File: config.mk
export PLATFORM = sky130hd
export DESIGN_NAME = icebus_status_rx
export DESIGN_NICKNAME = d
export VERILOG_FILES = /design/src/rtl/icebus_pkg.sv /design/src/rtl/uart_rx_byte.sv /design/src/rtl/icebus_status_rx.sv
export SDC_FILE = /design/constraint.sdc
export NUM_CORES = 1
export LEC_CHECK = 0
export CORE_UTILIZATION = 45
export CTS_CLUSTER_DIAMETER = 40
export DETAILED_ROUTE_END_ITERATION = 10
export PLACE_DENSITY = 0.71
export SLEW_MARGIN = 20
export SYNTH_ARGS = -nofsm -noshare
export SYNTH_HDL_FRONTEND = slang
export SYNTH_HIERARCHICAL = 1
export SYNTH_SLANG_ARGS = --single-unit
File: constraint.sdc
create_clock -name clock -period 13.3 [get_ports clock]
set_clock_uncertainty 0.05 [all_clocks]
set_input_delay 2.66 -clock clock [delete_from_list [all_inputs] [get_ports clock]]
set_output_delay 2.66 -clock clock [all_outputs]
set_load 0.01 [all_outputs]
File: src/rtl/icebus_pkg.sv
// Shared definitions for the iCE motor-board bus receive path.
// No ports: frame constants plus the state encodings used by the byte
// receiver and the frame parser.
package icebus_pkg;

  localparam logic [7:0] SYNC_BYTE           = 8'h55;
  localparam int         FRAME_PAYLOAD_BYTES = 14;
  localparam int         TIMEOUT_BIT_TIMES   = 40;

  typedef enum logic [1:0] {
    HUNT,
    ID,
    PAYLOAD,
    CHECK
  } parser_state_t;

  typedef enum logic [1:0] {
    RX_IDLE,
    RX_START,
    RX_DATA,
    RX_STOP
  } rx_state_t;

endpackage

File: src/rtl/uart_rx_byte.sv
// 8N1 UART byte receiver, LSB first.
//
// Ports:
//   clock, reset        system clock, async active-high reset
//   rx                  raw UART line, idle high, asynchronous to clock
//   byte_valid          1-cycle pulse, byte_data holds a good byte
//   byte_data[7:0]      last received data byte (stable until the next byte)
//   byte_framing_error  1-cycle pulse, stop bit was sampled low
//
// state    | meaning
// ---------+----------------------------------------------------
// RX_IDLE  | waiting for a falling edge on the synchronised line
// RX_START | half a bit time into the start bit, glitch check
// RX_DATA  | sampling the 8 data bits one bit time apart
// RX_STOP  | sampling the stop bit, then back to idle
module uart_rx_byte #(
  parameter int CLKS_PER_BIT = 25
) (
  input  logic       clock,
  input  logic       reset,
  input  logic       rx,
  output logic       byte_valid,
  output logic [7:0] byte_data,
  output logic       byte_framing_error
);
  import icebus_pkg::*;

  localparam int              CNT_W       = $clog2(CLKS_PER_BIT);
  localparam logic [CNT_W-1:0] HALF_RELOAD = CNT_W'(CLKS_PER_BIT / 2 - 1);
  localparam logic [CNT_W-1:0] BIT_RELOAD  = CNT_W'(CLKS_PER_BIT - 1);

  logic             rx_meta, rx_sync, rx_prev;
  rx_state_t        state, state_nxt;
  logic [CNT_W-1:0] cnt, cnt_nxt;
  logic [2:0]       bit_idx, bit_idx_nxt;
  logic [7:0]       shreg, shreg_nxt;
  logic             valid_nxt, ferr_nxt;

  // rx_prev lets idle detect a true falling edge, so a line held low after
  // a framing error does not retrigger a byte.
  always_ff @(posedge clock or posedge reset) begin
    if (reset) begin
      rx_meta <= 1'b1;
      rx_sync <= 1'b1;
      rx_prev <= 1'b1;
    end else begin
      rx_meta <= rx;
      rx_sync <= rx_meta;
      rx_prev <= rx_sync;
    end
  end

  always_ff @(posedge clock or posedge reset) begin
    if (reset) begin
      state              <= RX_IDLE;
      cnt                <= '0;
      bit_idx            <= '0;
      shreg              <= '0;
      byte_valid         <= 1'b0;
      byte_framing_error <= 1'b0;
    end else begin
      state              <= state_nxt;
      cnt                <= cnt_nxt;
      bit_idx            <= bit_idx_nxt;
      shreg              <= shreg_nxt;
      byte_valid         <= valid_nxt;
      byte_framing_error <= ferr_nxt;
    end
  end

  always_comb begin
    state_nxt   = state;
    cnt_nxt     = cnt;
    bit_idx_nxt = bit_idx;
    shreg_nxt   = shreg;
    valid_nxt   = 1'b0;
    ferr_nxt    = 1'b0;
    case (state)
      RX_IDLE: begin
        if (rx_prev && !rx_sync) begin
          state_nxt = RX_START;
          cnt_nxt   = HALF_RELOAD;
        end
      end
      RX_START: begin
        if (cnt != '0) begin
          cnt_nxt = cnt - CNT_W'(1);
        end else if (rx_sync) begin
          state_nxt = RX_IDLE;
        end else begin
          state_nxt   = RX_DATA;
          cnt_nxt     = BIT_RELOAD;
          bit_idx_nxt = '0;
        end
      end
      RX_DATA: begin
        if (cnt != '0) begin
          cnt_nxt = cnt - CNT_W'(1);
        end else begin
          shreg_nxt = {rx_sync, shreg[7:1]};
          cnt_nxt   = BIT_RELOAD;
          if (bit_idx == 3'd7) state_nxt = RX_STOP;
          else                 bit_idx_nxt = bit_idx + 3'd1;
        end
      end
      RX_STOP: begin
        // Returning to idle at the mid-stop sample re-arms the receiver
        // for a start bit that follows with zero idle time.
        if (cnt != '0) begin
          cnt_nxt = cnt - CNT_W'(1);
        end else begin
          state_nxt = RX_IDLE;
          valid_nxt = rx_sync;
          ferr_nxt  = !rx_sync;
        end
      end
      default: state_nxt = RX_IDLE;
    endcase
  end

  assign byte_data = shreg;

endmodule

File: src/rtl/icebus_status_rx.sv
// Status-frame parser for the iCE motor-board bus. Validates 17-byte frames
// (sync, ID, 14 payload bytes, XOR checksum) and publishes one status record
// per good frame.
//
// Ports:
//   clock, reset          system clock, async active-high reset
//   rx                    UART line from the motor boards
//   status_valid          1-cycle pulse, status_* just updated
//   status_motor[7:0]     motor ID of last good frame
//   status_position[31:0] / status_velocity[31:0] / status_displacement[31:0]
//   status_current[15:0]  signed fields of last good frame
//   frame_error           1-cycle pulse on a rejected frame
//   frame_count[15:0]     good-frame counter, wraps
//
// state   | meaning
// --------+--------------------------------------------------------
// HUNT    | discarding bytes until a sync byte arrives
// ID      | expecting the motor ID byte
// PAYLOAD | shifting in the 14 big-endian payload bytes
// CHECK   | expecting the checksum byte, accept or reject the frame
module icebus_status_rx #(
  parameter int CLOCK_SPEED_HZ   = 50_000_000,
  parameter int BAUD_RATE        = 2_000_000,
  parameter int NUMBER_OF_MOTORS = 6
) (
  input  logic               clock,
  input  logic               reset,
  input  logic               rx,
  output logic               status_valid,
  output logic [7:0]         status_motor,
  output logic signed [31:0] status_position,
  output logic signed [31:0] status_velocity,
  output logic signed [31:0] status_displacement,
  output logic signed [15:0] status_current,
  output logic               frame_error,
  output logic [15:0]        frame_count
);
  import icebus_pkg::*;

  localparam int CLKS_PER_BIT   = CLOCK_SPEED_HZ / BAUD_RATE;
  localparam int TIMEOUT_CYCLES = TIMEOUT_BIT_TIMES * CLKS_PER_BIT;
  localparam int TMR_W          = $clog2(TIMEOUT_CYCLES);
  // The byte strobe lands one cycle after the stop-bit sample and the error
  // register adds one more, so the reload absorbs both to put frame_error
  // exactly TIMEOUT_CYCLES after the last byte completed.
  localparam logic [TMR_W-1:0] TMR_RELOAD = TMR_W'(TIMEOUT_CYCLES - 2);
  localparam logic [3:0]       PAY_RELOAD = 4'(FRAME_PAYLOAD_BYTES - 1);

  logic          byte_valid, byte_framing_error;
  logic [7:0]    byte_data;
  parser_state_t state, state_nxt;
  logic [TMR_W-1:0] tmr;
  logic [3:0]    pay_cnt;
  logic [7:0]    csum;
  logic [7:0]    motor_id;
  logic [111:0]  staging;
  logic          accept, reject, load_id, shift_en, tmr_done, id_bad;

  uart_rx_byte #(.CLKS_PER_BIT(CLKS_PER_BIT)) u_rx_byte (
    .clock              (clock),
    .reset              (reset),
    .rx                 (rx),
    .byte_valid         (byte_valid),
    .byte_data          (byte_data),
    .byte_framing_error (byte_framing_error)
  );

  assign tmr_done = (tmr == '0);
  assign id_bad   = ({24'd0, byte_data} >= 32'(NUMBER_OF_MOTORS));

  always_ff @(posedge clock or posedge reset) begin
    if (reset) state <= HUNT;
    else       state <= state_nxt;
  end

  always_comb begin
    state_nxt = state;
    accept    = 1'b0;
    reject    = 1'b0;
    load_id   = 1'b0;
    shift_en  = 1'b0;
    case (state)
      HUNT: begin
        if (byte_valid && byte_data == SYNC_BYTE) state_nxt = ID;
      end
      ID: begin
        if (byte_framing_error || (byte_valid && id_bad) || (!byte_valid && tmr_done)) begin
          reject    = 1'b1;
          state_nxt = HUNT;
        end else if (byte_valid) begin
          load_id   = 1'b1;
          state_nxt = PAYLOAD;
        end
      end
      PAYLOAD: begin
        if (byte_framing_error || (!byte_valid && tmr_done)) begin
          reject    = 1'b1;
          state_nxt = HUNT;
        end else if (byte_valid) begin
          shift_en = 1'b1;
          if (pay_cnt == '0) state_nxt = CHECK;
        end
      end
      CHECK: begin
        if (byte_framing_error || (!byte_valid && tmr_done)) begin
          reject    = 1'b1;
          state_nxt = HUNT;
        end else if (byte_valid) begin
          accept    = (byte_data == csum);
          reject    = (byte_data != csum);
          state_nxt = HUNT;
        end
      end
      default: state_nxt = HUNT;
    endcase
  end

  always_ff @(posedge clock or posedge reset) begin
    if (reset) begin
      tmr      <= TMR_RELOAD;
      pay_cnt  <= '0;
      csum     <= '0;
      motor_id <= '0;
      staging  <= '0;
    end else begin
      if (byte_valid)
        tmr <= TMR_RELOAD;
      else if (state != HUNT && !tmr_done)
        tmr <= tmr - TMR_W'(1);

      if (load_id) begin
        motor_id <= byte_data;
        csum     <= byte_data;
        pay_cnt  <= PAY_RELOAD;
      end else if (shift_en) begin
        staging <= {staging[103:0], byte_data};
        csum    <= csum ^ byte_data;
        pay_cnt <= pay_cnt - 4'd1;
      end
    end
  end

  always_ff @(posedge clock or posedge reset) begin
    if (reset) begin
      status_valid        <= 1'b0;
      frame_error         <= 1'b0;
      status_motor        <= '0;
      status_position     <= '0;
      status_velocity     <= '0;
      status_displacement <= '0;
      status_current      <= '0;
      frame_count         <= '0;
    end else begin
      status_valid <= accept;
      frame_error  <= reject;
      if (accept) begin
        status_motor        <= motor_id;
        status_position     <= staging[111:80];
        status_velocity     <= staging[79:48];
        status_displacement <= staging[47:16];
        status_current      <= staging[15:0];
        frame_count         <= frame_count + 16'd1;
      end
    end
  end

endmodule

# Word level (Yosys, flattened, before mapping)
# Cells that the tools add are included.
dict set report classes {
  addsub 5
  order_cmp 1
  eq_ne 24
  muxes 50
  n_bitwise 3
  reduce_logical 26
}
# operator n
set ops {}
lappend ops {{$mux 2} 14}
lappend ops {{$mux 5} 5}
lappend ops {{$mux 10} 2}
lappend ops {{$pmux 5 s4} 1}
lappend ops {{$add 16x1->16 const B} 1}
lappend ops {{$mux 1} 16}
lappend ops {{$mux 8} 2}
lappend ops {{$pmux 2 s4} 2}
lappend ops {{$reduce_and 5->1} 3}
lappend ops {{$mux 3} 4}
lappend ops {{$ne 2x2->1 const B} 6}
lappend ops {{$logic_not 10->1} 1}
lappend ops {{$sub 10x1->10 const B} 1}
lappend ops {{$ne 3x2->1 const B} 3}
lappend ops {{$eq 2x2->1 const B} 4}
lappend ops {{$eq 8x7->1 const B} 1}
lappend ops {{$eq 8x8->1} 1}
lappend ops {{$ge 8x3->1 const B} 1}
lappend ops {{$mux 4} 2}
lappend ops {{$ne 8x8->1} 1}
lappend ops {{$reduce_bool 2->1} 4}
lappend ops {{$xor 8x8->8} 1}
lappend ops {{$ne 2x1->1 const B} 3}
lappend ops {{$ne 3x3->1 const B} 2}
lappend ops {{other kinds (16)} 28}
dict set report totals {
  regBits 305
  out_inout_bits 138
  word_cells 132
}

# Depth between registers and ports, before layout
# Gate-level depths: netlist of run 1.
dict set report depth {
  ltp_word 8
  mapped_depth 8
  mapped_depth_nobuf 7
}

# Modules after synthesis
# The synthesis of run 1 kept the hierarchy.
# module instances cells_each area_per_inst_um2 seq_area_each_um2
set by_module_without_submodules {}
lappend by_module_without_submodules {icebus_status_rx 1 972 11168.2 7065.5}
lappend by_module_without_submodules {uart_rx_byte 1 102 1133.6 579.3}

# Least setup slack after synthesis of run 1
# OpenSTA, ideal clock, no wires.
dict set report synth_path {
  path_kind {register -> output}
  startpoint {register frame_count[4]}
  endpoint {output port frame_count[4]}
  arrival_ns 0.424
  t_required_ns 10.590
  path_slack_ns 10.166
  stages_incl_launch_ff 1
  n_path_buf 0
  cell_sequence {dfrtp_1}
}
# item line_no
set synth_lines {}
lappend synth_lines {{from (decl)} icebus_status_rx.sv:36} ;# output logic [15:0] frame_count
lappend synth_lines {{from (signal assigned)} icebus_status_rx.sv:162} ;# frame_count <= frame_count + 16'd1;
# No word-level cell between the ends.

==> metrics.txt, run 1 <==
io pins=141; Worst Hold Depth=0; #FFs+latches synth=305; hold_sp=u_rx_byte/rx_meta; vias in the first global route=7996; PortBufs=140; layout cells sized above 1=19.3%; synth top area cells=dfrtp_1 60%, mux2_2 12%, nand2_1 11%; Slew Limit Fails=0; vias per cell=5.08; Global Route met2 Usage=29.6%; core box area=26900 um2; WP depth=3; vias=8080; DRC Markers=0; sequential group share of total power=43.3%; Reg-to-Reg End=frame_count[12]; ys async rst share=100%; largest area contributor in the netlist=dfrtp_1; post-route design area=15400 um2; hold worst-path end=u_rx_byte/rx_sync; placed cell area=13900 um2; crit start category=input port; CP Capture Type=asynchronous set/reset pin; WP data required=13770 ps; share of the synthesized area in the top cell type=60.0%; post-DP HPWL=15900 um; Initial Utilization=45.8%; Overflow after GRT=0; clk sinks=305; busiest grt layer=met2; Post-synth EDFFs=0; DR pass1 iterations=4; Crit path buffers/inverters=3; net count after synthesis=1090; Comb power frac=8.0%; cell row count=60; critical path class=input port to asynchronous set/reset pin; area growth from synthesis to layout=24.9%; leakage power=7.80 nW; FF-to-FF setup slack=10200 ps; Die Y=167 um; Hold Path Class=register to register; met3 usage=3.97%; Tightest Pin Transition=935 ps; final WL=25400 um; Max Cap Viol=0; post_cts resized=0; Initial DRC Count=569; Final period util=32.6%; Cells after Synth=1074; Power Density=147 nW/um2; switching power total=0.551 mW; Avg Synthesized Cell Area=11.5 um2; Clock power frac=48.7%; Ys Warns=6; crit-path max cell delay=840 ps; CTS root buf=clkbuf_16; Worst R2R Start=u_rx_byte/byte_valid; relative slew slack=37.6%; Die Area=28000 um2; antenna violations before repair=0; outcome=complete, no violations; first-pass GRT wire length=42100 um; mapped cell area=12300 um2; Clock Pin Slew Worst Setup and Hold Paths=50 ps; crit path cell chain=clkdlybuf4s50_1 > inv_8 > buf_4; Worst Reg-to-Reg Cells=8; Die Wd=167 um; Total Routing Usage GR=18.7%; Top FF cell, synth=dfrtp_1; crit path DAT=4800 ps; Max Clk Rate=0.231 GHz; total negative setup slack=0 ps; Diodes inserted=0; Internal=1.71 mW; CP max-delay cell=buf_4; hold_buf cts=0; post-CTS setup buffer count=0; CP max FO=137; Setup violations, final=0; CP top delay family=buffers and inverters; WL per Instance=16.0 um; Switching Share=24.3%; worst vdd ir=83.1 uV; ANT nets after route=0; met1 usage=26.1%; H-tree depth=2; CTS Buffer Depth=3; pin count of the biggest net entering global routing=138; worst skew pair latency=520 ps; cts bufs inserted=41; Final Hold Viols=0; Unique masters post-synth=56; nets@finish=1232; RePlAce Congestion=0.752; RSZ-0062 raised after global routing=false; CTS tree=done; crit path time final=4330 ps; post-synthesis sequential area ratio=62.1%
==> power by group through the flow <==
stage	Clock, mW	Combinational (mW)	Sequential (mW)
finish	1.10	0.182	0.980
global placement	0	0.174	0.995
global route	1.17	0.205	0.983
detailed placement	0	0.181	0.995
CTS	1.12	0.182	0.980
floorplan	0	0.150	0.990
==> state kept, by name, indices dropped and copies added, names as in the netlist, 8 cells and up, named ones only <==
signal / cells
status_displacement: 32
status_motor: 8
u_rx_byte/byte_data: 8
motor_id: 8
status_current: 16
csum: 8
status_position: 32
staging: 112
frame_count: 16
status_velocity: 32
tmr: 10
==> worst register-to-register path: stages, from the launching register on <==
cell and delay [ps]:
dfrtp_1 510, nor2b_1 380, and2_1 220, nand4_2 100, buf_4 320, inv_4 270
buf_6 650, nand4_1 300, xnor2_1 190
==> routing by layer <==
metal | part of all wire [%] | vias to the layer above
li1 | - | 3836
met1 | 47 | 4036
met2 | 47 | 173
met3 | 4.9 | 35
met4 | 1.4 | 0
met5 | 0 | -
==> worst max-delay path by stage <==
stage,end,from,slack (ps)
after floorplan,csum[0],reset,2820
after global placement,staging[104],reset,8340
after detailed placement,status_position[26],reset,8330
after CTS,staging[34],reset,8880
after global routing,staging[58],reset,8630
final,status_velocity[9],reset,8970
==> logic make-up after synthesis <==
kind of cell             Yosys count  synth area share (%)
adder cells (fa/ha/maj)           13                  1.32
XOR/XNOR                          34                  2.42
multiplexers                     133                  12.2
buffers and inverters             63                  2.48
flip-flops                       305                  62.1
AO/OA/AOI/OAI                     52                  3.08
AND/OR/NAND/NOR                  474                  16.4
==> per-stage QoR <==
step	hold WS [ps]	utilization, %	cells	total power [mW]	setup WS [ps]
6_report	305	57.2	1590	2.26	8970
5_1_grt	313	57.2	1590	2.35	8630
4_1_cts	306	57.2	1590	2.29	8880
3_5_place_dp	298	51.9	1514	1.18	8330
3_3_place_gp	296	51.9	1514	1.17	8340
2_1_floorplan	295	-	1074	1.14	2820
==> layout by cell type, fill, tap and decap left out, drive strengths merged, types with 2 or more instances in the layout <==
cell,count
clkdlybuf4s50,140
o21ba,2
o21bai,3
ha,13
buf,6
clkinvlp,8
nand3,7
o211ai,2
or2,2
mux2i,2
and3,8
and2,10
nand2,372
dfstp,10
inv,21
nor2b,3
a41oi,2
nand3b,5
xnor2,17
mux2,131
a22o,3
nand4,8
nor3,10
a31oi,2
xor2,17
clkbuf,51
bufinv,3
clkinv,9
or3b,3
dfrtp,295
nand2b,6
o22a,2
nor4,10
o21ai,20
and4,2
nor2,24
a21oi,5
==> Yosys cell counts, types with 2 or more instances <==
| cell type | n |
|---|---|
| a21oi_1 | 5 |
| a22o_1 | 3 |
| a31oi_1 | 2 |
| a41oi_1 | 2 |
| and2_1 | 10 |
| and3_1 | 8 |
| and4_1 | 2 |
| buf_2 | 7 |
| buf_6 | 8 |
| clkbuf_1 | 31 |
| dfrtp_1 | 295 |
| dfstp_2 | 10 |
| ha_1 | 13 |
| inv_1 | 15 |
| mux2_2 | 131 |
| mux2i_1 | 2 |
| nand2_1 | 371 |
| nand2b_1 | 5 |
| nand3_1 | 7 |
| nand3b_1 | 5 |
| nand4_1 | 7 |
| nor2_1 | 24 |
| nor2b_1 | 3 |
| nor3_1 | 10 |
| nor4_1 | 9 |
| o211ai_1 | 2 |
| o21ai_0 | 19 |
| o21ba_2 | 2 |
| o21bai_1 | 3 |
| o22a_1 | 2 |
| or2_2 | 2 |
| or3b_2 | 3 |
| xnor2_1 | 17 |
| xor2_1 | 17 |
==> area by class of cell <==
| type | instances | area, um2 |
|---|---|---|
| multi-input combinational | 706 | 4360 |
| clock inverter | 25 | 258 |
| clock buffer | 51 | 1160 |
| timing repair buffer | 146 | 1450 |
| tap | 341 | 427 |
| inverter | 16 | 70.1 |
| fill | 2238 | 11500 |
| sequential | 305 | 7640 |
No activity file was read; power rests on OpenSTA's default activity.
==> run 2, diff against run 1 <==
clock period = 4.3 ns   (was 13.3 ns; I/O delays follow)
==> metrics.txt, run 2 (synthesized netlist as in run 1, its figures left out) <==
Worst R2R Start=u_rx_byte/byte_valid (unchanged); ANT nets after route=0 (unchanged); WP depth=7 (was 3); Die Area=28000 um2 (unchanged); Final Hold Viols=0 (unchanged); io pins=141 (unchanged); sequential group share of total power=42.1% (was 43.3%); worst skew pair latency=520 ps (about the same); most frequent cells in the layout=370 x nand2_1, 295 x dfrtp_1, 140 x clkdlybuf4s50_1, 131 x mux2_2, 43 x clkbuf_16 (unchanged); crit path cell chain=nor2b_1 > and2_1 > nand4_2 > buf_4 > inv_4 > buf_4 > mux2_2 (was clkdlybuf4s50_1 > inv_8 > buf_4); CP top delay family=buffers and inverters (unchanged); Diodes inserted=0 (unchanged); cts bufs inserted=42 (was 41); CP max FO=41 (was 137); Total Routing Usage GR=19.2% (was 18.7%); FF-to-FF setup slack=1360 ps (was 10200 ps); commonest non-fill, non-tap cell in the layout=nand2_1 (unchanged); Final period util=68.3%; pin count of the biggest net entering global routing=92 (was 138); worst setup margin=1360 ps (was 8970 ps); antenna violations before repair=0 (unchanged); clk sinks=305 (unchanged); placed cell area=14000 um2 (was 13900 um2); Tightest Pin Transition=1030 ps (was 935 ps); crit path time final=2940 ps; post-CTS setup buffer count=0 (unchanged); post_cts resized=0 (unchanged); post-route design area=15500 um2 (was 15400 um2); Max Cap Viol=0 (unchanged); critical path class=register to register (was input port to asynchronous set/reset pin); Setup crit start=u_rx_byte/byte_valid (was reset); Clock Pin Slew Worst Setup and Hold Paths=60 ps (was 50 ps); Setup crit end=status_position[2] (was status_velocity[9]); leakage power=7.89 nW (was 7.80 nW); Initial Utilization=45.8% (unchanged); final core occ=57.7% (was 57.2%); WL per Instance=16.3 um (was 16.0 um); RSZ-0062 raised after global routing=false (unchanged); first-pass GRT wire length=43600 um (was 42100 um); most frequent cell on the critical path=buf_4; switching power total=1.66 mW (was 0.551 mW); Power Density=465 nW/um2 (was 147 nW/um2); Slew Limit Fails=0 (unchanged); Overflow after GRT=0 (unchanged); Reg-to-Reg End=status_position[2] (was frame_count[12]); CTS root buf=clkbuf_16 (unchanged); DRC Markers=0 (unchanged); Switching Share=23.0% (was 24.3%); Worst Hold Depth=0 (unchanged); Worst Reg-to-Reg Cells=7 (was 8); nets@finish=1238 (was 1232); Hold Path Class=register to register (unchanged); Max Clk Rate=0.341 GHz; hold_buf cts=0 (unchanged); vias=8181 (was 8080); worst vdd ir=374 uV (was 83.1 uV); cell row count=60 (unchanged); relative slew slack=31.6% (was 37.6%); CTS Buffer Depth=3 (unchanged); Die Y=167 um (unchanged); core box area=26900 um2 (unchanged); Crit path buffers/inverters=3 (unchanged); outcome=complete, no violations (unchanged); CTS tree=done (unchanged); WP data required=4650 ps (was 13770 ps); post-DP HPWL=16500 um (was 15900 um); layout cells sized above 1=19.6% (was 19.3%); vias per cell=5.14 (was 5.08); Clock power frac=50.1% (was 48.7%); Comb power frac=7.8% (was 8.0%); Die Wd=167 um (unchanged); area growth from synthesis to layout=26.0% (was 24.9%); final WL=25900 um (was 25400 um); max FFs per register=112 (unchanged); crit start category=register (was input port); vias in the first global route=8275 (was 7996); crit-path max cell delay=460 ps (was 840 ps); DR pass1 iterations=6 (was 4); H-tree depth=2 (unchanged); PortBufs=140 (unchanged); most flop-heavy register=staging (unchanged); CP Capture Type=register (was asynchronous set/reset pin); CP max-delay cell=dfrtp_1 (was buf_4); Initial DRC Count=620 (was 569); RePlAce Congestion=0.802 (was 0.752); Internal=5.55 mW (was 1.71 mW); Setup violations, final=0 (unchanged); crit path DAT=3290 ps (was 4800 ps); pre-CTS setup slack=1370 ps (was 8330 ps)
[run 2: cell types whose count changed in the layout (fill, tap and decap cells not counted), moves of 2 or more]
cell,previous run,this run
clkinv_2,4,11
clkbuf_8,5,3
buf_12,0,3
buf_4,5,8
clkinv_4,5,1
bufinv_16,3,8
clkinvlp_4,8,4
inv_6,5,2
[run 2: power by group through the flow]
stage	clock, mW	sequential, mW	combinational (mW)
2_1_floorplan	0	3.06	0.463
3_3_place_gp	0	3.08	0.555
3_5_place_dp	0	3.08	0.567
4_1_cts	3.68	3.03	0.570
5_1_grt	3.81	3.04	0.642
6_report	3.61	3.03	0.566
[run 2: worst reg2reg max path, delay by kind of cell, from the launching register on]
| kind | cells | cell delay [ps] |
|---|---|---|
| buffers and inverters | 3 | 1190 |
| and+or+nand+nor | 3 | 750 |
| DFF | 1 | 460 |
| muxes | 1 | 390 |
[run 2: stage by stage]
stage | power, mW | instances | TNS [ps] | hold slack (ps)
3_3_place_gp | 3.63 | 1519 | 0 | 297
2_1_floorplan | 3.53 | 1074 | -93380 | 295
6_report | 7.21 | 1593 | 0 | 321
4_1_cts | 7.28 | 1593 | 0 | 319
5_1_grt | 7.49 | 1593 | 0 | 326
3_5_place_dp | 3.65 | 1519 | 0 | 305
[run 2: worst min path at each step]
stage,start,endpoint,slack [ps]
floorplan,u_rx_byte/rx_meta,u_rx_byte/rx_sync,300
global route,u_rx_byte/rx_meta,u_rx_byte/rx_sync,330
detailed placement,u_rx_byte/rx_meta,u_rx_byte/rx_sync,300
finish,u_rx_byte/rx_meta,u_rx_byte/rx_sync,320
CTS,u_rx_byte/rx_meta,u_rx_byte/rx_sync,320
global placement,u_rx_byte/rx_meta,u_rx_byte/rx_sync,300
[run 2: final cells by class]
class / count / area [um2]
inverter: 16 / 66.3
multi-input combinational: 706 / 4360
fill: 2201 / 11400
clock inverter: 26 / 360
tap: 341 / 427
sequential: 305 / 7640
timing repair buffer: 151 / 1520
clock buffer: 48 / 1120
[run 2: per-layer routing]
| metal | track usage [%] | vias up | part of all wire (%) |
|---|---|---|---|
| met3 | 3.52 | 46 | 4.6 |
| met2 | 30.6 | 178 | 48 |
| li1 | - | 3839 | - |
| met4 | 5.15 | 0 | 1.7 |
| met1 | 27.1 | 4118 | 46 |
| met5 | 0 | - | 0 |
